**src/rtl/uart_rx_param.sv**
```systemverilog
// Parametrised UART receiver: self-timed oversampling, 3-sample majority vote,
// optional parity, 1-2 stop bits, one-deep holding register with ack and error flags.
module uart_rx_param #(
    parameter int CLK_DIV    = 27,
    parameter int OVERSAMPLE = 16,
    parameter int DATA_BITS  = 8,
    parameter int PARITY     = 0,
    parameter int STOP_BITS  = 1
) (
    input  logic                 i_Clk,
    input  logic                 i_rst,
    input  logic                 i_En,
    input  logic                 i_Rx,
    input  logic                 i_Ack,
    output logic [DATA_BITS-1:0] o_Data,
    output logic                 o_Valid,
    output logic                 o_Parity_Err,
    output logic                 o_Frame_Err,
    output logic                 o_Overrun,
    output logic                 o_Busy
);

    localparam int CW = $clog2(CLK_DIV);
    localparam int TW = $clog2(OVERSAMPLE);
    localparam int BW = $clog2(DATA_BITS) + 1;
    localparam logic [CW-1:0] DIV_LAST  = CW'(CLK_DIV - 1);
    localparam logic [TW-1:0] T_LAST    = TW'(OVERSAMPLE - 1);
    localparam logic [TW-1:0] T_S0      = TW'(OVERSAMPLE / 2 - 1);
    localparam logic [TW-1:0] T_S1      = TW'(OVERSAMPLE / 2);
    localparam logic [TW-1:0] T_S2      = TW'(OVERSAMPLE / 2 + 1);
    localparam logic [BW-1:0] DATA_LAST = BW'(DATA_BITS - 1);
    localparam logic [BW-1:0] STOP_LAST = BW'(STOP_BITS - 1);

    typedef enum logic [2:0] {
        S_IDLE, S_START, S_DATA, S_PAR, S_STOP, S_WAIT_IDLE
    } state_t;

    state_t                 state;
    logic                   rx_meta, rx_s;
    logic [CW-1:0]          div_cnt;
    logic [TW-1:0]          t;
    logic [BW-1:0]          bit_cnt;
    logic [1:0]             smp;
    logic [DATA_BITS-1:0]   shreg;
    logic                   par_err, frame_err;
    logic                   tick, decide, bit_end, maj, par_bad, stop_err;

    assign tick     = (state != S_IDLE) && (div_cnt == DIV_LAST);
    assign decide   = tick && (t == T_S2);
    assign bit_end  = tick && (t == T_LAST);
    // third sample is the live synchronised value at the decision tick
    assign maj      = (smp[0] & smp[1]) | (smp[0] & rx_s) | (smp[1] & rx_s);
    assign par_bad  = (^shreg) ^ maj ^ (PARITY == 1);
    assign stop_err = frame_err | ~maj;
    assign o_Busy   = (state != S_IDLE);

    always_ff @(posedge i_Clk or negedge i_rst) begin
        if (!i_rst) begin
            rx_meta <= 1'b1;
            rx_s    <= 1'b1;
        end else begin
            rx_meta <= i_Rx;
            rx_s    <= rx_meta;
        end
    end

    always_ff @(posedge i_Clk or negedge i_rst) begin
        if (!i_rst) begin
            state        <= S_IDLE;
            div_cnt      <= '0;
            t            <= '0;
            bit_cnt      <= '0;
            smp          <= '0;
            shreg        <= '0;
            par_err      <= 1'b0;
            frame_err    <= 1'b0;
            o_Data       <= '0;
            o_Valid      <= 1'b0;
            o_Parity_Err <= 1'b0;
            o_Frame_Err  <= 1'b0;
            o_Overrun    <= 1'b0;
        end else begin
            if (i_Ack && o_Valid) begin
                o_Valid      <= 1'b0;
                o_Parity_Err <= 1'b0;
                o_Frame_Err  <= 1'b0;
                o_Overrun    <= 1'b0;
            end

            if (state != S_IDLE) begin
                div_cnt <= tick ? '0 : div_cnt + 1'b1;
                if (tick) begin
                    t <= (t == T_LAST) ? '0 : t + 1'b1;
                    if (t == T_S0) smp[0] <= rx_s;
                    if (t == T_S1) smp[1] <= rx_s;
                end
            end

            if (!i_En && state != S_IDLE) begin
                state <= S_IDLE;
            end else begin
                case (state)
                    S_IDLE: if (i_En && !rx_s) begin
                        state     <= S_START;
                        div_cnt   <= '0;
                        t         <= '0;
                        bit_cnt   <= '0;
                        par_err   <= 1'b0;
                        frame_err <= 1'b0;
                    end
                    S_START: begin
                        if (decide && maj)  state <= S_IDLE;
                        else if (bit_end)   state <= S_DATA;
                    end
                    S_DATA: begin
                        if (decide) shreg <= {maj, shreg[DATA_BITS-1:1]};
                        if (bit_end) begin
                            if (bit_cnt == DATA_LAST) begin
                                bit_cnt <= '0;
                                state   <= (PARITY != 0) ? S_PAR : S_STOP;
                            end else begin
                                bit_cnt <= bit_cnt + 1'b1;
                            end
                        end
                    end
                    S_PAR: begin
                        if (decide)  par_err <= par_bad;
                        if (bit_end) state   <= S_STOP;
                    end
                    S_STOP: begin
                        if (decide) begin
                            frame_err <= stop_err;
                            // publish on the final stop decision, without waiting for bit end
                            if (bit_cnt == STOP_LAST) begin
                                o_Data       <= shreg;
                                o_Parity_Err <= par_err;
                                o_Frame_Err  <= stop_err;
                                o_Valid      <= 1'b1;
                                if (o_Valid && !i_Ack) o_Overrun <= 1'b1;
                                state <= stop_err ? S_WAIT_IDLE : S_IDLE;
                            end
                        end else if (bit_end) begin
                            bit_cnt <= bit_cnt + 1'b1;
                        end
                    end
                    S_WAIT_IDLE: if (rx_s) state <= S_IDLE;
                    default: state <= S_IDLE;
                endcase
            end
        end
    end

endmodule

```
**config.mk**
```make
export PLATFORM = sky130hd
export DESIGN_NAME = uart_rx_param
export DESIGN_NICKNAME = d
export VERILOG_FILES = /design/src/rtl/uart_rx_param.sv
export SDC_FILE = /design/constraint.sdc
export NUM_CORES = 1
export LEC_CHECK = 0
export BUFFER_PORTS_ARGS = -buffer_cell sky130_fd_sc_hd__buf_4
export CAP_MARGIN = 0
export CORE_MARGIN = 2
export CORE_UTILIZATION = 61
export CTS_BUF_LIST = sky130_fd_sc_hd__clkbuf_4
export CTS_CLUSTER_DIAMETER = 200
export DETAILED_ROUTE_END_ITERATION = 12
export GPL_TIMING_DRIVEN = 1
export PLACE_DENSITY = 0.84
export SKIP_CTS_REPAIR_TIMING = 1
export SLEW_MARGIN = 5
export SYNTH_ARGS = -nofsm -noshare
export SYNTH_HDL_FRONTEND = slang
export SYNTH_SLANG_ARGS = --single-unit
```
**constraint.sdc**
```tcl
create_clock -name i_Clk -period 2.6 [get_ports i_Clk]
set_input_delay 0.13 -clock i_Clk [delete_from_list [all_inputs] [get_ports i_Clk]]
set_output_delay 0.13 -clock i_Clk [all_outputs]
set_load 0.02 [all_outputs]
```
; ---- Yosys cells after proc, flatten, opt, wreduce, memory -nomap -nowiden
; Cells that the tools add are included.
[totals]
regBits = 42
inputBits = 5
output_inout_bits = 13
wordCells = 134
[classes]
addsub = 3
n_eq_ne = 25
muxes = 55
n_bitwise = 9
n_reduce_logical = 26
[ops]
columns = op, count
row1 = two-way mux 4 bit, 11
row2 = two-way mux 3 bit, 11
row3 = two-way mux 5 bit, 5
row4 = two-way mux 1 bit, 24
row5 = "!= test 3 bit, second input constant", 7
row6 = case mux 3 bit (6 select lines), 1
row7 = "== test 4 bit, second input constant", 3
row8 = "!= test 2 bit, second input constant", 6
row9 = case mux 4 bit (3 select lines), 1
row10 = AND reduction 4 bit, 3
row11 = AND reduction 3 bit, 3
row12 = "adder 4 x 1 -> 4 bit, second input constant", 2
row13 = "== test 4 x 3 -> 1 bit, second input constant", 2
row14 = logical AND 1 bit, 8
row15 = AND reduction 8 bit, 1
row16 = XOR reduction 8 bit, 1
row17 = "== test 3 x 2 -> 1 bit, second input constant", 2
row18 = "== test 3 bit, second input constant", 2
row19 = AND reduction 6 bit, 1
row20 = nonzero test 3 bit, 2
row21 = "adder 5 x 1 -> 5 bit, second input constant", 1
row22 = "== test 5 bit, second input constant", 1
row23 = logical NOT 4 bit, 1
row24 = "!= test 4 bit, second input constant", 1
row25 = other kinds (9), 18

; ---- Longest topological paths before layout
; Gate-level depths: netlist of run 1.
[depth]
ltp_word = 10
depth_mapped = 9
mapped_depth_nobuf = 7

; ---- Worst setup path before layout of run 1
; No wires, ideal clock.
[synth_path]
path_type = reg2reg
startpoint = reg div_cnt[0]
endpoint = reg state[2]
setup_time_ns = 0.126
arrival_ns = 1.991
required_time_ns = 2.474
path_slack_ns = 0.483
stages_incl_launch_ff = 9
path_buffers = 1
synth_period_minus_slack_ns = 2.117
cell_sequence = dfrtp_1 > inv_1 > ha_1 > and4b_1 > and2_1 > buf_6 > a21oi_2 > or4_4 > a221o_1
[synth_between]
elab_chain_cells = 7
word_cells_on_any_way = 13
classes_between = 5 x eq/ne / 3 x mux / 5 x reduce/logical
[synth_lines]
columns = element, line
row1 = from (decl), 40  ; logic [CW-1:0] div_cnt;
row2 = from (signal assigned), 91  ; div_cnt <= tick ? '0 : div_cnt + 1'b1;
row3 = == test 5 bit (*), 48  ; assign tick = (state != S_IDLE) && (div_cnt == DIV_LAST);
row4 = logical AND 1 bit (*), 48
row5 = logical AND 1 bit, 49  ; assign decide = tick && (t == T_S2);
row6 = logical AND 1 bit, 112  ; if (decide && maj) state <= S_IDLE;
row7 = two-way mux 3 bit, 112
row8 = case mux 3 bit (6 select lines), 102  ; case (state)
row9 = two-way mux 3 bit, 99  ; if (!i_En && state != S_IDLE) begin
row10 = to (signal assigned), 120  ; state <= (PARITY != 0) ? S_PAR : S_STOP;
row11 = to (signal assigned), 140  ; state <= stop_err ? S_WAIT_IDLE : S_IDLE;
row12 = to (decl), 38  ; state_t state;
; Every way passes the cells marked *; elsewhere a longest branch is shown, timed or not.
; A chain may end at the register's enable or synchronous reset.

; ---- Worst setup path in the final report of run 1
; Same ends and word-level chain as after synthesis.

==> flow_metrics.py, run 1 <==
metrics = {
    "clock_tree": {
        "cts_tree": "done",
        "numCtsBuffers": 5,
        "clkLatencyLatePin_ns": 0.35,
        "cts_sinks": 42,
        "htree_levels": 2,
        "cts_buffer_depth": 2,
        "cts.clk_slew.worst_paths_ns": 0.12,
        "clockRootBuffer": "clkbuf_4",
    },
    "finish": {
        "layout.cells.non_filler": 276,
        "antenna_cells": 0,
        "postLayoutCellArea_sq_mm": 0.002401,
        "drive_above_1_share_pct": 21.74,
        "finalNetCount": 241,
        "areaGrowthSynthToFinish_pct": 11.63,
    },
    "worst_setup_path": {
        "crit_path_start_kind": "register",
        "crit_path_max_fanout": 7,
        "slowest_delay_ns": 0.54,
        "critPathSlowestCell": "or4_4",
        "reg2reg_to": "state[2]",
        "rrSetupSlack_ns": 0.29,
        "setup.worst_path.end_class": "register",
        "ff2ff_path_depth": 7,
        "setup.worst_path.class": "reg2reg",
        "required_ns": 2.85,
        "path_cells": "inv_1 -> ha_1 -> and4b_1 -> and2_1 -> a21oi_2 -> or4_4 -> a221o_1",
        "r2r_start": "div_cnt[0]",
        "arrival_ns": 2.56,
    },
    "detailed_routing": {
        "num_vias": 1604,
        "drt_pass1_iterations": 4,
        "drtAntennaViolNets": 0,
        "drt_iter0_drc": 84,
        "drc_errors": 0,
        "routedWlPerCell_microns": 14.80,
        "via_per_inst": 5.812,
        "drt-total-wl_mm": 4.084,
    },
    "floorplanning": {
        "die-height_microns": 63.38,
        "io_pins": 18,
        "initial_utilization_pct": 63.95,
        "rows": 21,
        "die_area_sq_mm": 0.004017,
        "core_area_sq_mm": 0.003363,
        "die_x_microns": 63.38,
    },
    "place": {
        "portBuffers": 17,
        "place_area_sq_mm": 0.002312,
        "gp_congestion": 0.8743,
        "pre_cts_ws_ns": 0.3099,
        "dp_hpwl_mm": 2.835,
        "dp.cells": 265,
    },
    "grt": {
        "grt_pass1_wl_mm": 7.038,
        "overflow": 0,
        "grt_pass1_vias": 1518,
        "grtUsageTotal_pct": 22.52,
        "antenna_found_initial": 0,
        "grt_max_degree": 43,
    },
    "hold_path": {
        "hold_start": "i_En",
        "hold_path_class": "in2reg",
        "min_to": "par_err",
        "whs_path_depth": 3,
    },
    "sta": {
        "timing.final.hold_violations": 0,
        "max_slew_margin_pct": 58.60,
        "tns_ns": 0,
        "clock_skew_ns": 0.007279,
        "finalSetupViolations": 0,
        "fin_ws_ns": 0.2879,
        "worst_pin_slew_ns": 0.6187,
        "slew_viol_final": 0,
        "rsz0062_at_grt": "false",
        "fin_crit_sh_pct": 88.93,
        "fin_crit_ns": 2.312,
        "max_freq_ghz": 0.4325,
    },
    "synth": {
        "syn_avg_cell_area_sq_um": 10.39,
        "synth-edff-count": 0,
        "syn_area_sq_mm": 0.002151,
        "ys_types": 44,
        "syn_nets": 219,
        "yosysSeqAreaShare_pct": 48.98,
        "synth_cells": 207,
        "ys_async_sr_fraction_pct": 100.0,
        "ys_warn_count": 0,
        "dominantRegCellSynth": "dfrtp_1",
        "ys_ff_latch": 42,
    },
    "power": {
        "vdd_ir_drop_max_uv": 390.0,
        "total_power_mw": 1.590,
        "p_leak_nw": 1.160,
        "cellPowerDensity_mw_per_mm2": 662.3,
    },
    "status": {
        "status": "complete, no violations",
    },
    "flow_run": {
        "cap_violations": 0,
    },
}
==> flip-flops by register name, summed over array words and instances (netlist names), named ones only <==
signal        count
o_Frame_Err       1
o_Parity_Err      1
smp               2
shreg             8
rx_s              1
par_err           1
bit_cnt           4
rx_meta           1
state             3
o_Data            8
div_cnt           5
frame_err         1
o_Valid           1
t                 4
==> metrics by stage <==
stage / util (%) / hold slack [ns]
after floorplan: - / -0.1656
after global placement: 68.75 / 0.1422
after detailed placement: 68.75 / 0.1380
after CTS: 70.50 / -0.2602
after global routing: 71.39 / 0.1054
final: 71.39 / 0.09528
==> worst max-delay path by stage <==
stage,slack (ns),to,cells past startpoint,start
after floorplan,0.48,state[2],8,div_cnt[0]
after global placement,0.39,state[2],7,div_cnt[0]
after detailed placement,0.31,state[2],7,div_cnt[0]
after CTS,0.30,state[2],7,div_cnt[0]
after global routing,0.18,state[2],7,div_cnt[0]
final,0.29,state[2],7,div_cnt[0]
==> worst max-delay path, delay by kind of cell, from the launching register on <==
kind	cells	cell delay [ns]
buf+inv	1	0.08
compound gates	2	0.44
flops	1	0.44
simple gates	3	1.09
fa+ha+maj	1	0.15
==> kinds of logic after synthesis <==
kind of cell | share of synthesized area (%)
muxes | 9.889
buffers and inverters | 3.723
DFF | 48.98
adders and majority gates | 4.537
and+or+nand+nor | 16.87
xor gates and xnor gates | 5.526
AOI/OAI and AO/OA | 10.47
==> synthesized netlist by cell type, types with 5 or more instances <==
| cell | instances | area, sq um |
|---|---|---|
| dfrtp_1 | 40 | 1001 |
| nand2_1 | 20 | 75.07 |
| mux2_2 | 18 | 202.7 |
| nor2_1 | 15 | 56.30 |
| o21ai_0 | 13 | 65.06 |
| inv_1 | 11 | 41.29 |
| a21oi_1 | 10 | 50.05 |
| nand3_1 | 8 | 40.04 |
| ha_1 | 7 | 87.58 |
| xnor2_1 | 7 | 61.31 |
| nand4_1 | 5 | 31.28 |
| nor3_1 | 5 | 25.02 |
==> cells in the final DEF (no fill, tap or decap), types with 2 or more instances in the layout <==
cell            n
and2_1          2
nor3_1          5
or3_1           3
inv_1          11
nand4_1         5
ha_1            7
nand3_1         8
xor2_1          4
nand3b_1        2
nor2_1         15
dfrtp_1        40
a21oi_1        10
o22ai_1         2
buf_4          19
clkbuf_4        6
nand4b_1        2
o211ai_1        2
xnor2_1         7
dlygate4sd3_1   3
mux2_2         18
o21a_1          2
nand2_1        20
dfstp_2         2
o21ai_0        13
==> area by class of cell <==
class	count	area [sq um]
Sequential cell	42	1054
Multi-Input combinational cell	147	1017
Fill cell	267	962.2
Timing Repair Buffer	22	172.7
Tap cell	46	57.56
Clock buffer	6	45.04
Inverter	11	41.29
Clock inverter	2	13.76
==> power by group <==
part / internal (mW) / leakage [nW] / switching (mW) / total (mW)
registers: 0.722 / 0.571 / 0.113 / 0.836
clock network: 0.117 / 0.0356 / 0.208 / 0.325
logic: 0.180 / 0.553 / 0.250 / 0.430
total: 1.02 / 1.16 / 0.571 / 1.59
==> metal layers <==
layer  global-route usage, %  routed length (microns)  vias up  part of all wire (%)
met4                   7.880                       61        0                   1.5
met2                   35.26                     2003       49                    49
li1                        -                        -      769                     -
met3                   5.536                      209        8                   5.1
met1                   30.73                     1808      778                    44
met5                       0                        0        -                     0
(Power assumes the default switching activity.)
==> run 2: changes to the inputs <==
- BUFFER_PORTS_ARGS: -buffer_cell sky130_fd_sc_hd__buf_4 -> not set
- DONT_BUFFER_PORTS: not set -> 1
- PLACE_DENSITY: 0.84 -> 0.8
==> run 2 against run 1 <==
Against the previous run:
- critical path depth unchanged
- maximum frequency shrank 1.3%
- sequential power barely moved
- total power is 0.82% lower
- count of clock-buffer cells in the layout stayed put
- clock power shrank 2%
- combinational power fell by 1%
- highest routed layer unchanged
- critical endpoint unchanged
==> flow_metrics.py, run 2 (synthesized netlist as in run 1, its figures left out) <==
metrics = {
    "hold_path": {
        "hold_path_class": "in2reg",
    },
    "power": {
        "total_power_mw": 1.577,
        "switching_power_mw": 0.5669,
        "clkPwrFrac_pct": 20.3,
        "seqPwrFrac_pct": 52.8,
        "p_leak_nw": 1.082,
        "power.internal_mw": 1.010,
        "cellPowerDensity_mw_per_mm2": 685.1,
        "vdd_ir_drop_max_uv": 357.6,
        "combPwrFrac_pct": 26.9,
        "switching_share_pct": 35.94,
    },
    "detailed_routing": {
        "drc_errors": 0,
        "drt_pass1_iterations": 4,
        "routedWlPerCell_microns": 16.08,
        "drt-total-wl_mm": 4.181,
        "num_vias": 1566,
        "via_per_inst": 6.023,
        "drt_iter0_drc": 89,
        "drtAntennaViolNets": 0,
    },
    "worst_setup_path": {
        "crit_family": "simple AND/OR/NAND/NOR gates",
        "setup.worst_path.end_class": "register",
        "path_cells": "inv_1 -> ha_1 -> and4b_1 -> and2_1 -> a21oi_2 -> or4_4 -> a221o_1",
        "crit_path_max_fanout": 7,
        "slowest_delay_ns": 0.55,
        "arrival_ns": 2.58,
        "crit_path_start_kind": "register",
        "critPathSlowestCell": "or4_4",
        "critPathBufInv": 1,
        "setup.worst_path.class": "reg2reg",
        "rrSetupSlack_ns": 0.26,
        "required_ns": 2.84,
    },
    "floorplanning": {
        "initial_utilization_pct": 63.95,
        "core_area_sq_mm": 0.003363,
        "die_area_sq_mm": 0.004017,
        "die_x_microns": 63.38,
        "die-height_microns": 63.38,
        "io_pins": 18,
        "rows": 21,
    },
    "sta": {
        "timing.final.hold_violations": 0,
        "fin_crit_ns": 2.343,
        "fin_crit_sh_pct": 90.12,
        "max_freq_ghz": 0.4268,
        "clock_skew_ns": 0.008528,
        "tns_ns": 0,
        "max_slew_margin_pct": 56.49,
        "worst_pin_slew_ns": 0.6506,
        "rsz0062_at_grt": "false",
        "holdWs_ns": 0.09149,
        "finalSetupViolations": 0,
        "slew_viol_final": 0,
    },
    "finish": {
        "finalNetCount": 225,
        "multi_input_area_sq_mm": 0.001017,
        "fill_cells": 271,
        "layout.cells.non_filler": 260,
        "areaGrowthSynthToFinish_pct": 7.039,
        "postLayoutCellArea_sq_mm": 0.002302,
        "drive_above_1_share_pct": 14.95,
        "largestRegisters": "o_Data (8), shreg (8), div_cnt (5)",
        "antenna_cells": 0,
        "register_area_sq_mm": 0.001054,
        "layout_commonest_cell": "dfrtp_1",
        "layout_common_cells": "dfrtp_1 (40), nand2_1 (20), mux2_2 (18)",
    },
    "grt": {
        "grt_pass1_vias": 1601,
        "grt_max_degree": 43,
        "antenna_found_initial": 0,
        "grtUsageTotal_pct": 22.72,
        "grt_pass1_wl_mm": 7.134,
        "overflow": 0,
    },
    "status": {
        "status": "complete, no violations",
    },
    "place": {
        "portBuffers": 0,
        "dp.cells": 247,
        "dp_hpwl_mm": 3.053,
        "place_area_sq_mm": 0.002177,
        "gp_congestion": 0.8553,
    },
    "clock_tree": {
        "numCtsBuffers": 5,
        "clkLatencyLatePin_ns": 0.34,
        "clockRootBuffer": "clkbuf_4",
        "cts_buffer_depth": 2,
        "cts_sinks": 42,
        "cts_tree": "done",
        "htree_levels": 2,
        "cts.clk_slew.worst_paths_ns": 0.11,
    },
    "flow_run": {
        "cap_violations": 0,
    },
}
-- run 2: cell count changes in the layout (fill, tap and decap cells not counted), sizes merged --
cell         before  now
buf              19    2
clkinv            2    1
dlygate4sd3       3    4
inv              11   12
-- run 2: metrics by stage --
step	util [%]	setup slack (ns)
6_report	68.45	0.2568
5_1_grt	68.45	0.1702
4_1_cts	66.44	0.2833
3_5_place_dp	64.73	0.3017
3_3_place_gp	64.73	0.3914
2_1_floorplan	-	0.4834
-- run 2: per-layer routing --
metal	wire, microns	part of all wire, %	up-vias	global-route usage (%)
met5	0	0	-	0
met4	51	1.2	0	6.793
met3	177	4.2	7	6.250
met2	2168	52	34	39.34
met1	1784	43	784	27.61
li1	-	-	741	-
-- run 2: layout make-up --
cell class / instances / share of cell area, %
inverters: 11 / 1.793
well taps: 46 / 2.500
flip-flops and latches: 42 / 45.76
clock inverters: 2 / 0.5435
clock buffers: 6 / 1.957
repair buffers: 6 / 3.261
multi-input cells: 147 / 44.18
-- run 2: worst paths after layout --
check	start	to	cells after the start
min in group asynchronous	i_rst	state[1]	2
max in group asynchronous	i_rst	rx_s	2
setup / recovery	div_cnt[0]	state[2]	7
setup reg to reg	div_cnt[0]	state[2]	7
hold / removal	i_En	div_cnt[1]	3
hold reg to reg	rx_meta	rx_s	0
-- run 2: worst register-to-register path: stages, from the launching register on --
cell and delay, ns:
dfrtp_1 0.44, inv_1 0.08, ha_1 0.16, and4b_1 0.26
and2_1 0.31, a21oi_2 0.09, or4_4 0.55, a221o_1 0.35
-- run 2: power groups by stage --
| stage | clock network, mW | logic (mW) | registers, mW |
|---|---|---|---|
| 6_report | 0.320 | 0.424 | 0.833 |
| 5_1_grt | 0.358 | 0.469 | 0.848 |
| 4_1_cts | 0.331 | 0.396 | 0.830 |
| 3_5_place_dp | 0 | 0.394 | 0.842 |
| 3_3_place_gp | 0 | 0.367 | 0.834 |
| 2_1_floorplan | 0 | 0.357 | 0.789 |
